$ cat src/rtl/tx_scheduler.sv
// Two-requester word scheduler feeding an MSB-first serial shifter.
// Round-robin arbitration on contention; abort drops the word in flight.
module tx_scheduler #(
  parameter int WIDTH = 32
) (
  input  logic             clk,
  input  logic             reset,
  input  logic [1:0]       req,
  input  logic [WIDTH-1:0] data0,
  input  logic [WIDTH-1:0] data1,
  input  logic             shift_en,
  input  logic             abort,
  output logic [1:0]       grant,
  output logic             tdo,
  output logic             busy,
  output logic             done,
  output logic             owner
);

  localparam int CW = $clog2(WIDTH) + 1;

  typedef enum logic [1:0] {
    IDLE,
    LOAD,
    SHIFT,
    DONE
  } state_t;

  state_t           state;
  logic [WIDTH-1:0] shift_reg;
  logic [CW-1:0]    count;
  logic             rr;
  logic             pick;

  always_comb begin
    grant = 2'b00;
    if (state == IDLE && !reset) begin
      unique case (req)
        2'b01:   grant = 2'b01;
        2'b10:   grant = 2'b10;
        2'b11:   grant = rr ? 2'b10 : 2'b01;
        default: grant = 2'b00;
      endcase
    end
  end

  assign pick = grant[1];

  always_ff @(posedge clk) begin
    if (reset) begin
      state     <= IDLE;
      shift_reg <= '0;
      count     <= '0;
      rr        <= 1'b0;
      tdo       <= 1'b0;
      busy      <= 1'b0;
      done      <= 1'b0;
      owner     <= 1'b0;
    end else begin
      done <= 1'b0;
      unique case (state)
        IDLE: begin
          if (grant != 2'b00) begin
            state     <= LOAD;
            busy      <= 1'b1;
            owner     <= pick;
            shift_reg <= pick ? data1 : data0;
            count     <= CW'(WIDTH);
          end
        end
        LOAD: begin
          if (abort) begin
            state <= IDLE;
            busy  <= 1'b0;
            tdo   <= 1'b0;
          end else begin
            state <= SHIFT;
          end
        end
        SHIFT: begin
          if (abort) begin
            state <= IDLE;
            busy  <= 1'b0;
            tdo   <= 1'b0;
          end else if (shift_en && count != '0) begin
            tdo       <= shift_reg[WIDTH-1];
            shift_reg <= {shift_reg[WIDTH-2:0], 1'b0};
            count     <= count - CW'(1);
            // last bit leaves on this edge
            if (count == CW'(1)) begin
              state <= DONE;
              done  <= 1'b1;
            end
          end
        end
        DONE: begin
          state <= IDLE;
          busy  <= 1'b0;
          rr    <= ~owner;
        end
        default: state <= IDLE;
      endcase
    end
  end

endmodule

$ cat config.mk
export PLATFORM = sky130hd
export DESIGN_NAME = tx_scheduler
export DESIGN_NICKNAME = d
export VERILOG_FILES = /design/src/rtl/tx_scheduler.sv
export SDC_FILE = /design/constraint.sdc
export NUM_CORES = 1
export LEC_CHECK = 0
export CAP_MARGIN = 20
export CORE_ASPECT_RATIO = 0.8
export CORE_UTILIZATION = 48
export DETAILED_ROUTE_END_ITERATION = 10
export PLACE_DENSITY_LB_ADDON = 0.12
export SETUP_SLACK_MARGIN = 0.1
export SKIP_LAST_GASP = 1
export SYNTH_ARGS = -nofsm -noshare
export SYNTH_HDL_FRONTEND = slang
export SYNTH_SLANG_ARGS = --single-unit
$ cat constraint.sdc
create_clock -name clk -period 1.9 [get_ports clk]
set_input_delay 0.285 -clock clk [delete_from_list [all_inputs] [get_ports clk]]
set_output_delay 0.285 -clock clk [all_outputs]
set_load 0.01 [all_outputs]
==> impl_metrics.json <==
{
  "fp.dieH_um": 69.8,
  "min_period_ns": 1.82,
  "critPathMostFrequentCell": "buf_4",
  "placed_cell_area_um2": 3760,
  "htreeDepth": 2,
  "cts_max_path_buffers": 2,
  "path_delay_family": "buffers and inverters",
  "timing.rr.start": "state[1]",
  "yosysSeqAreaShare": 0.327,
  "slew_viol_final": 0,
  "cp_cell_sequence": "buf_6, ha_4, mux2i_4, buf_4, a31oi_1, buf_4, a21oi_4, clkbuf_16, a32o_1",
  "tightest_slew_ns": 0.445,
  "cts_tree": "done",
  "largest_register_ffs": 32,
  "place_congestion": 0.843,
  "outcome": "finished clean",
  "synth_area_per_cell_um2": 8.61,
  "ys_warn_count": 0,
  "wl_mm": 6.90,
  "setup_viol": 0,
  "ys_seq_elements": 45,
  "dp_hpwl_mm": 4.90,
  "grt_pass1_wl_mm": 10.9,
  "cts_sinks": 45,
  "cp-start-kind": "flip-flop",
  "std_cell_rows": 24,
  "p_per_area_nw_per_um2": 627,
  "wl_per_cell_um": 13.8,
  "core_area_um2": 5500,
  "grt_antenna_before_repair": 0,
  "clk_pin_slew_ns": 0.08,
  "dieArea_um2": 6050,
  "drc": 0,
  "required_ns": 2.08,
  "period_share": 0.958,
  "synth.distinct_cells": 48,
  "place_ws_ns": -0.0820,
  "portBuffers": 75,
  "reg2reg_slack_ns": 0.08,
  "critPathCaptureType": "flip-flop",
  "maxCapViolCount": 0,
  "die_w_um": 86.7,
  "grt_pass1_vias": 2420,
  "tns_ns": 0,
  "min_to": "shift_reg[27]",
  "grt_max_degree": 63,
  "finalPower_mw": 2.54,
  "finalInstanceArea_um2": 4060,
  "syn_to_final_growth_pct": 47.3,
  "min_path_cells": 1,
  "max_clock_freq_mhz": 549,
  "drt.antenna.violating_nets": 0,
  "rr_worst_depth": 9,
  "setup_ws_ns": 0.0792,
  "cts-hold-fix-buffers": 0,
  "dr.first_iter.drc_count": 90,
  "r2r_end": "shift_reg[23]",
  "start_util": 0.501,
  "first_pass_iters": 6,
  "crit_path_max_incr_delay_ns": 0.34,
  "arrival_ns": 2.00,
  "vias_per_cell": 5.33,
  "slew_headroom": 0.701,
  "diodes": 0,
  "netlist_instances": 320,
  "clock_latency_ns": 0.29,
  "layout_commonest_cell": "clkdlybuf4s50_1",
  "grt_use_total": 0.227,
  "pin_count": 76,
  "fin_util": 0.738,
  "p_leak_nw": 1.55,
  "cts_buffers": 5,
  "cp_max_fo": 15,
  "num_vias": 2656,
  "final_layout_size_suffix_gt1_frac": 0.181,
  "cts_root_buf": "clkbuf_8",
  "fin_skew_ns": 0.00551,
  "grt_remaining_overflow": 0,
  "final_net_count": 496,
  "fill_cells": 400,
  "hp-class": "reg -> reg",
  "final_cell_mix": "clkdlybuf4s50_1 (73), nor2_1 (72), dfxtp_1 (43), nand2b_1 (34), a32o_1 (32)",
  "cp_slowest_cell": "dfxtp_2",
  "rsz0062_at_grt": "true",
  "min_from": "shift_reg[27]",
  "timing_worst_setup_path_type": "reg -> reg",
  "syn_area_um2": 2750,
  "cp_num_buf_inv": 4,
  "ir_worst_vdd_uv": 350,
  "synth_nets": 397,
  "hold_violations": 0
}
-- worst register-to-register path: stages, from the launching register on --
cell and delay, ns:
dfxtp_2 0.34, buf_6 0.12, ha_4 0.18, mux2i_4 0.19
buf_4 0.15, a31oi_1 0.14, buf_4 0.15, a21oi_4 0.07
clkbuf_16 0.18, a32o_1 0.21
-- final cells by class --
type	count	area [um2]	area share
Multi-Input combinational cell	241	1780	0.438
Timing Repair Buffer	117	1140	0.281
Sequential cell	45	903	0.223
Tap cell	78	97.6	0.0241
Clock buffer	7	96.3	0.0237
Inverter	9	36.3	0.00894
Clock inverter	1	5.00	0.00123
-- cells by family (layout without fill, tap and decap cells) --
kind of cell / Yosys count / count (layout) / share of synthesized area
buffers and inverters: 34 / 134 / 0.0636
flip-flops: 45 / 45 / 0.327
adder cells (fa/ha/maj): 7 / 7 / 0.0318
AND/OR/NAND/NOR: 134 / 134 / 0.244
AO/OA/AOI/OAI: 66 / 66 / 0.208
multiplexers: 34 / 34 / 0.125
-- through the flow --
stage	instances	hold WS [ns]
final	498	0.459
after floorplan	320	0.432
after global placement	478	0.438
after detailed placement	478	0.446
after global routing	498	0.475
after CTS	489	0.465
-- worst max path at each step --
stage	cells after the start	to	from	slack, ns
after global routing	7	shift_reg[23]	state[1]	0.01
after global placement	5	grant[0]	reset	-0.06
after floorplan	8	shift_reg[10]	state[0]	0.17
after CTS	7	shift_reg[31]	state[0]	0.11
after detailed placement	5	grant[0]	reset	-0.08
final	9	shift_reg[23]	state[1]	0.08
-- report_power, final --
part           switching [mW]  leakage (nW)  internal, mW
Combinational           0.332          1.13         0.480
Sequential             0.0504         0.369          1.04
Clock                   0.310        0.0542         0.329
-- what timing repair did --
item / in CTS / in global routing
resized for setup: 18 / 16
setup endpoints to repair: 36 / 37
pin swaps: 2 / 4
gates cloned: 0 / 3
setup buffers: 3 / 6
-- routing by layer --
metal,GRT usage,vias up,part of all wire
met5,0,-,0
met4,0.0519,0,0.0036
met3,0.0619,2,0.060
met2,0.349,77,0.46
met1,0.315,1227,0.47
li1,-,1350,-
-- synthesized netlist by cell type, drive strengths merged --
cell type,count,area share
buf,16,0.039
o31ai,1,0.0027
mux2,3,0.012
a32o,32,0.12
dfxtp,45,0.33
inv,9,0.012
a41oi,1,0.0032
or4,1,0.0027
nand3,1,0.0018
o32ai,1,0.0032
and2,1,0.0023
o21ai,4,0.0073
nand4bb,1,0.0041
nor3,5,0.011
nor4,2,0.010
a31oi,2,0.0045
ha,7,0.032
o2bb2ai,2,0.0064
o211a,1,0.0036
a2111o,1,0.0041
a21oi,6,0.015
nand2,7,0.0095
o2111ai,1,0.0032
a211oi,4,0.011
a22oi,1,0.0027
and4,2,0.0064
o21a,2,0.0055
nor2,72,0.098
a311oi,1,0.0032
and3,1,0.0023
mux2i,31,0.11
nor4b,1,0.0032
or3b,1,0.0032
and4b,1,0.0036
nand2b,35,0.080
o21bai,1,0.0027
a31o,1,0.0032
a21o,2,0.0055
a21boi,1,0.0027
o22ai,1,0.0023
clkbuf,9,0.012
nor2b,3,0.0068
No activity file was read; power rests on OpenSTA's default activity.
